[config.mk]
export PLATFORM = sky130hd
export DESIGN_NAME = sig_normalizer
export DESIGN_NICKNAME = d
export VERILOG_FILES = /design/src/rtl/sig_normalizer.sv
export SDC_FILE = /design/constraint.sdc
export NUM_CORES = 1
export LEC_CHECK = 0
export CORE_MARGIN = 4
export CORE_UTILIZATION = 40
export CTS_BUF_LIST = sky130_fd_sc_hd__clkbuf_8
export DETAILED_ROUTE_END_ITERATION = 10
export SKIP_LAST_GASP = 1
export SYNTH_ARGS = -nofsm -noshare
export SYNTH_HDL_FRONTEND = slang
export SYNTH_SLANG_ARGS = --single-unit
[constraint.sdc]
create_clock -name clk -period 2.82 [get_ports clk]
set_input_delay 0.564 -clock clk [delete_from_list [all_inputs] [get_ports clk]]
set_output_delay 0.564 -clock clk [all_outputs]
set_load 0.1 [all_outputs]
[src/rtl/sig_normalizer.sv]
// sig_normalizer: normalizes four lanes of signed fixed-point adder results
// into sign / biased exponent / rounded mantissa, with overflow saturation
// and underflow flush. Three-stage lockstep pipeline with ready/valid flow.
module sig_normalizer #(
    parameter int expWidth   = 4,
    parameter int sigWidth   = 4,
    parameter int low_expand = 2,
    localparam int SW        = sigWidth + 4 + low_expand
) (
    input  logic                               clk,
    input  logic                               rst_n,
    input  logic                               in_valid,
    output logic                               in_ready,
    input  logic [3:0][SW-1:0]                 sum,
    input  logic [3:0][expWidth-1:0]           exp_max,
    output logic                               out_valid,
    input  logic                               out_ready,
    output logic [3:0]                         sign_o,
    output logic [3:0][expWidth-1:0]           exp_o,
    output logic [3:0][sigWidth-1:0]           man_o,
    output logic [3:0]                         ovf_o,
    output logic [3:0]                         udf_o
);

    localparam int LANES = 4;
    localparam int H     = sigWidth + low_expand;
    localparam int EW2   = expWidth + 2;
    localparam int PW    = $clog2(SW);
    localparam int GB    = SW - 2 - sigWidth;   // guard bit position in the normalized word

    localparam logic signed [EW2-1:0] EMAX = EW2'((1 << expWidth) - 1);
    localparam logic signed [EW2-1:0] ONE  = EW2'(1);
    localparam logic signed [EW2-1:0] HOFF = EW2'(H);

    typedef struct packed {
        logic                sign;
        logic [expWidth-1:0] exp;
        logic [sigWidth-1:0] man;
        logic                ovf;
        logic                udf;
    } res_t;

    // Index of the most significant set bit (0 when v is zero).
    function automatic logic [PW-1:0] lead_one(input logic [SW-1:0] v);
        logic [PW-1:0] p;
        p = '0;
        for (int i = 0; i < SW; i++) begin
            if (v[i]) p = PW'(i);
        end
        return p;
    endfunction

    // Round-to-nearest-even; the MSB of the result is the mantissa carry-out.
    function automatic logic [sigWidth:0] round_rne(input logic [sigWidth-1:0] man,
                                                    input logic grd, input logic stk);
        logic inc;
        inc = grd & (stk | man[0]);
        return {1'b0, man} + (sigWidth+1)'(inc);
    endfunction

    // Zero / overflow-saturate / underflow-flush selection on the rounded exponent.
    function automatic res_t saturate(input logic sign, input logic zero,
                                      input logic signed [EW2-1:0] e,
                                      input logic [sigWidth-1:0] man);
        res_t r;
        r = '0;
        if (zero) begin
            r = '0;
        end else if (e > EMAX) begin
            r.sign = sign;
            r.exp  = '1;
            r.man  = '1;
            r.ovf  = 1'b1;
        end else if (e < ONE) begin
            r.udf  = 1'b1;
        end else begin
            r.sign = sign;
            r.exp  = e[expWidth-1:0];
            r.man  = man;
        end
        return r;
    endfunction

    logic adv;
    logic vld_p0, vld_p1;

    assign adv      = !out_valid || out_ready;
    assign in_ready = adv;

    // ---- stage 1: sign / magnitude ----
    logic                s1_sign [LANES];
    logic [SW-1:0]       s1_mag  [LANES];
    logic                sign_p0 [LANES];
    logic [SW-1:0]       mag_p0  [LANES];
    logic [expWidth-1:0] exp_p0  [LANES];

    // Magnitude keeps all SW bits so the most negative input maps to 2^(SW-1).
    always_comb begin
        for (int i = 0; i < LANES; i++) begin
            s1_sign[i] = sum[i][SW-1];
            s1_mag[i]  = s1_sign[i] ? (~sum[i] + SW'(1)) : sum[i];
        end
    end

    // Stage-1 data registers.
    always_ff @(posedge clk) begin
        if (adv && in_valid) begin
            for (int i = 0; i < LANES; i++) begin
                sign_p0[i] <= s1_sign[i];
                mag_p0[i]  <= s1_mag[i];
                exp_p0[i]  <= exp_max[i];
            end
        end
    end

    // ---- stage 2: leading-one detect and normalizing shift ----
    logic [PW-1:0]           s2_p    [LANES];
    logic [SW-1:0]           s2_norm [LANES];
    logic signed [EW2-1:0]   s2_e    [LANES];
    logic                    sign_p1 [LANES];
    logic                    zero_p1 [LANES];
    logic signed [EW2-1:0]   e_p1    [LANES];
    logic [sigWidth-1:0]     man_p1  [LANES];
    logic                    grd_p1  [LANES];
    logic                    stk_p1  [LANES];

    // Shift the leading one to the top bit; bits below it are mantissa, guard, sticky.
    always_comb begin
        for (int i = 0; i < LANES; i++) begin
            s2_p[i]    = lead_one(mag_p0[i]);
            s2_norm[i] = mag_p0[i] << (PW'(SW - 1) - s2_p[i]);
            s2_e[i]    = $signed({2'b00, exp_p0[i]}) + $signed(EW2'(s2_p[i])) - HOFF;
        end
    end

    // Stage-2 data registers.
    always_ff @(posedge clk) begin
        if (adv && vld_p0) begin
            for (int i = 0; i < LANES; i++) begin
                sign_p1[i] <= sign_p0[i];
                zero_p1[i] <= ~s2_norm[i][SW-1];
                e_p1[i]    <= s2_e[i];
                man_p1[i]  <= s2_norm[i][SW-2 -: sigWidth];
                grd_p1[i]  <= s2_norm[i][GB];
                stk_p1[i]  <= |s2_norm[i][GB-1:0];
            end
        end
    end

    // ---- stage 3: round, exponent adjust, saturate / flush ----
    logic [sigWidth:0]     s3_rnd [LANES];
    logic signed [EW2-1:0] s3_e   [LANES];
    res_t                  s3_res [LANES];

    // A rounding carry leaves the mantissa at zero and bumps the exponent.
    always_comb begin
        for (int i = 0; i < LANES; i++) begin
            s3_rnd[i] = round_rne(man_p1[i], grd_p1[i], stk_p1[i]);
            s3_e[i]   = s3_rnd[i][sigWidth] ? e_p1[i] + ONE : e_p1[i];
            s3_res[i] = saturate(sign_p1[i], zero_p1[i], s3_e[i], s3_rnd[i][sigWidth-1:0]);
        end
    end

    // Valid chain and output registers; everything holds while stalled.
    always_ff @(posedge clk or negedge rst_n) begin
        if (!rst_n) begin
            vld_p0    <= 1'b0;
            vld_p1    <= 1'b0;
            out_valid <= 1'b0;
            sign_o    <= '0;
            exp_o     <= '0;
            man_o     <= '0;
            ovf_o     <= '0;
            udf_o     <= '0;
        end else if (adv) begin
            vld_p0    <= in_valid;
            vld_p1    <= vld_p0;
            out_valid <= vld_p1;
            if (vld_p1) begin
                for (int i = 0; i < LANES; i++) begin
                    sign_o[i] <= s3_res[i].sign;
                    exp_o[i]  <= s3_res[i].exp;
                    man_o[i]  <= s3_res[i].man;
                    ovf_o[i]  <= s3_res[i].ovf;
                    udf_o[i]  <= s3_res[i].udf;
                end
            end
        end
    end

endmodule

Yosys cells after proc, flatten, opt, wreduce, memory -nomap -nowiden

Memory sizes are Yosys's and may differ from the RTL's.
Cells that the tools add are included.

Bits in registers: 47
Latch bits: 0
RAM bits: 116
Output and inout port bits: 46
ROM bits: 0
Memories: 9

Div/mod/pow operators: 0
Multiplexer cells: 72
Add/sub/neg operators: 24
Multiply operators: 0
Order comparisons: 8
Equal/unequal tests: 0
Bitwise operators: 16
Reductions and logical operators: 9
Shifts and indexed selects: 4

Memories:

| memory      | depth | width | read ports | clocked after Yosys merged registers in | wr ports | line | text |
|---|---|---|---|---|---|---|---|
| mag_p0      | 4     | 10    | 4          | 0                                       | 4        | 94   | `logic [SW-1:0] mag_p0 [LANES];` |
| e_p1        | 4     | 6     | 4          | 0                                       | 4        | 122  | `logic signed [EW2-1:0] e_p1 [LANES];` |
| exp_p0      | 4     | 4     | 4          | 0                                       | 4        | 95   | `logic [expWidth-1:0] exp_p0 [LANES];` |
| man_p1      | 4     | 4     | 4          | 0                                       | 4        | 123  | `logic [sigWidth-1:0] man_p1 [LANES];` |
| grd_p1      | 4     | 1     | 4          | 0                                       | 4        | 124  | `logic grd_p1 [LANES];` |
| sign_p0     | 4     | 1     | 4          | 0                                       | 4        | 93   | `logic sign_p0 [LANES];` |
| +3 memories | --    | --    | --         | --                                      | --       | --   |  |

Operator list:

| operator                                           | count |
|---|---|
| two-way mux 4 bit                                  | 32 |
| two-way mux 9 bit                                  | 8 |
| two-way mux 11 bit                                 | 4 |
| adder 10 x 1 -> 10 bit, second input constant      | 4 |
| two-way mux 10 bit                                 | 4 |
| inverter 10 bit                                    | 4 |
| left shift 10 x 4 -> 10 bit                        | 4 |
| adder 6 x 2 -> 6 bit, second input constant        | 4 |
| > comparator 6 x 5 -> 1 bit, second input constant | 4 |
| < comparator 6 x 2 -> 1 bit, second input constant | 4 |
| two-way mux 6 bit                                  | 4 |
| subtractor 5 x 3 -> 6 bit, second input constant   | 4 |
| adder 4 x 1 -> 5 bit                               | 4 |
| adder 4 x 4 -> 5 bit                               | 4 |
| two-way mux 1 bit                                  | 20 |
| OR reduction 4 bit                                 | 4 |
| subtractor 4 bit, first input constant             | 4 |
| bitwise AND 1 bit                                  | 4 |
| inverter 1 bit                                     | 4 |
| bitwise OR 1 bit                                   | 4 |
| logical AND 1 bit                                  | 2 |
| AND reduction 2 bit                                | 1 |
| zero test 1 bit                                    | 1 |
| logical OR 1 bit                                   | 1 |

Depth between registers and ports, before layout

An unclocked memory read counts as a cell.

Word-level depth: 13
Depth in mapped cells: 12
Depth with buffers taken out: 11

Worst setup path before layout

Ideal clock, no wire load.

Path type: register to register
Start point: register out_valid
End point: memory exp_p0[0][0] (enable)
Period minus slack after synthesis: 3.439 ns
Stages on the path, launching flop included: 4
Setup time: 0.425 ns
Path slack: -0.619 ns
Arrival time: 3.014 ns
Path buffers: 0
Path through: dfrtp_1 -> and2b_1 -> inv_2 -> and2_1

RTL lines:

| element                | line | text |
|---|---|---|
| from (decl)            | 16   | `output logic out_valid,` |
| from (signal assigned) | 178  | `out_valid <= vld_p1;` |
| to (decl)              | 95   |  |

==> flow_metrics.tcl <==
set metrics [dict create \
    yosysSeqAreaShare_pct 44.5 \
    netlist-cell-type-count 102 \
    critical-path-slowest-cell "sky130_fd_sc_hd__edfxtp_1" \
    post_synth_edffs 116 \
    critPathMaxFanout 9 \
    top_layer_used_by_detailed_routing "met4" \
    setup_crit_start_kind "register" \
    rr_worst_depth 9 \
    first_iter_violations 551 \
    synth_largest_type_area_fraction_pct 33.2 \
    route.detailed.drc 0 \
    wl_met2_um 11900 \
    critical_path.top_delay_family "compound AO/OA/AOI/OAI gates" \
    post_layout_nonfiller_instances 1509 \
    synthToLayoutAreaGrowth_pct 19.2 \
    timing.setup.critical_path_class "reg2reg" \
    floorplan.die_area_um2 28900 \
    post_cts_resized 0 \
    floorplan.rows 58 \
    critical_path_cell_count 9 \
    max_freq_ghz 0.383 \
    critPathCaptureType "register" \
    inserted_clock_buffers 17 \
    design.core.area_um2 25500 \
    worst_setup_hold_path_clk_slew_ns 0.09 \
    die_height_um 170 \
    synth.cells.most_frequent "116 x sky130_fd_sc_hd__edfxtp_1, 88 x sky130_fd_sc_hd__nand2_1, 67 x sky130_fd_sc_hd__inv_1" \
    post_route_cells_drive_above_1_share_pct 14.8 \
    critPathRequiredTime_ns 3.07 \
    cap_viol_max_count 0 \
    detail_route.wirelength_um 24300 \
    ranking_of_synthesized_cells_by_area "sky130_fd_sc_hd__edfxtp_1 33%, sky130_fd_sc_hd__dfrtp_1 11%, sky130_fd_sc_hd__ha_1 5.7%, sky130_fd_sc_hd__xnor2_1 4.2%, sky130_fd_sc_hd__nand2_1 3.2%" \
    post_cts_hold_buffer_count 0 \
    synthesis.instances 1042 \
    syn_nets 1154 \
    clk_latency_ns 0.45 \
    port_buffers 105 \
    final-max-slew-violation-count 0 \
    post-route-period-util_pct 92.5 \
    ir_drop_worst_vdd_uv 927 \
    clk_root_buffer_cell "sky130_fd_sc_hd__clkbuf_8" \
    setup_viol 0 \
    cts.htree.levels 4 \
    finClkSkew_ns 0.0103 \
    r2r_start "mag_p0[3][5]" \
    initial_core_util_pct 41.1 \
    timing.hold.worst.class "in2async" \
    max_stage_delay_ns 0.40 \
    cts.sinks 163 \
    number_of_antenna_repair_diodes 0 \
    ant_nets 0 \
    final.min_clock_period_ns 2.61 \
    rsz_0062_raised_after_global_routing "no" \
    totalNegativeSetupSlack_ns 0 \
    fin_nets 1278 \
    globalRouteTotalUtil_pct 16.8 \
    timing.critical_path.from "mag_p0[3][5]" \
    finalHoldViolations 0 \
    worst-r2r-setup-slack_ns 0.21 \
    detailedPlacementHpwl_um 18400 \
    ys.flop_type "sky130_fd_sc_hd__edfxtp_1" \
    syn_avg_cell_area_um2 10.1 \
    grt_pass1_wl_um 40000 \
    met3_length_um 1190 \
    globalplace.congestion 0.933 \
    grt_pass1_vias 8105 \
    yosysTopAreaCell "sky130_fd_sc_hd__edfxtp_1" \
    power-per-cell-area_nw_per_um2 883 \
    dr_total_vias 8323 \
    grt_antenna_before_repair 0 \
    ffs_w_async_s_r_synth_pct 28.8 \
    ios 106 \
    most_numerous_cell_in_the_yosys_netlist "sky130_fd_sc_hd__edfxtp_1" \
    timing.rr.end "man_p1[3][3]" \
    post_cts_buffers 0 \
    detail_route.wirelength.met1_um 10700 \
    critPathArrivalTime_ns 2.86 \
    avgViaCountPerCell 5.52 \
    timing.max_slew.rel_slack_pct 43.1 \
    worst_setup_path_endpoint "man_p1[3][3]" \
    pin_count_of_the_biggest_net_entering_global_routing 62 \
    synthesis.yosys.warnings 0 \
    post-place-ws_ns 0.234 \
    tritoncts "built" \
    cts_buffer_depth 2 \
    drtPass1Iterations 7 \
    routedWlPerCell_um 16.1 \
    cell_area_after_technology_mapping_um2 10500 \
    cp.buffers_inverters 1 \
    postSynthRegisterBits 163 \
    worstPathCellList "o31a_1 -> nor2_1 -> inv_2 -> ha_1 -> nor4b_1 -> a21oi_1 -> o21ai_0 -> a41oi_1 -> o32ai_1" \
    p_leak_nw 4.94 \
    die_width_um 170 \
    worst_slew_pin_slew_ns 0.846 \
    outcome "finished clean" \
    dp_cells 1477 \
    grt_remaining_overflow 0 \
    final_critical_path_setup_slack_ns 0.210 \
]
==> cell usage in the layout (no fill, tap or decap), drive strengths merged, types with 6 or more instances in the layout <==
cell	count
nor3	20
nor4	12
o21ai	70
nor3b	7
nand2b	28
nor2b	15
clkinv	7
edfxtp	116
a31oi	10
ha	48
nand3	34
a211oi	11
and3	11
nor2	50
o211ai	11
a21boi	7
buf	95
clkdlybuf4s50	58
inv	81
o31ai	19
xnor2	51
o41ai	10
a21oi	40
dfrtp	47
nand2	91
a221o	7
clkbuf	17
a21o	12
nor4b	8
o32ai	9
o31a	7
xor2	20
or3	11
a2111oi	6
nand4	11
o21a	8
a311oi	6
a22o	12
==> logic make-up after synthesis <==
group / count (synthesis) / synth area share, %
adder cells (fa/ha/maj): 52 / 6.49
XOR/XNOR: 71 / 6.08
buffers and inverters: 126 / 4.85
flip-flops: 163 / 44.5
AND/OR/NAND/NOR: 328 / 17.1
multiplexers: 6 / 0.609
AO/OA/AOI/OAI: 296 / 20.4
==> worst min path at each step <==
stage	from	end	cells past startpoint
finish	rst_n	man_o[9]	2
CTS	rst_n	exp_o[0]	2
global placement	sign_p0[2]	sign_p1[2]	0
global route	rst_n	exp_o[9]	2
floorplan	rst_n	exp_o[0]	0
detailed placement	sign_p0[2]	sign_p1[2]	0
==> flip-flops by register name, summed over array words and instances, names as in the netlist <==
register and cells:
stk_p1 4, exp_o 16, man_o 16, sign_p0 4, grd_p1 4, udf_o 4, out_valid 1, sign_p1 4
ovf_o 4, zero_p1 4, e_p1 24, sign_o 4, mag_p0 40, man_p1 16, vld_p0 1, vld_p1 1
exp_p0 16
==> stage by stage <==
stage	total power [mW]	util (%)	cell area (um^2)	hold WS, ns
4_1_cts	11.1	49.0	12500	0.196
5_1_grt	11.6	49.0	12500	0.212
6_report	11.0	49.0	12500	0.193
3_3_place_gp	9.11	47.3	12000	0.407
2_1_floorplan	7.71	-	10500	0.268
3_5_place_dp	9.15	47.3	12000	0.411
==> cell type report <==
type,count,area [um^2]
fill,2335,13000
tap,330,413
multi-input combinational,753,5320
inverter,78,293
clock buffer,17,234
clock inverter,15,218
sequential,163,4660
timing repair buffer,153,1350
==> metal layers <==
layer / up-vias / GRT usage [%]
met5: - / 0
met4: 0 / 5.88
met3: 36 / 3.76
met2: 208 / 28.7
met1: 3908 / 21.0
li1: 4171 / -
==> power breakdown <==
part	switching [mW]	leakage (nW)	internal, mW
Sequential	0.503	1.73	3.32
Combinational	3.71	2.97	1.54
Clock	0.893	0.236	1.05
Total	5.11	4.94	5.92
Power figures use the tool's default switching activity.
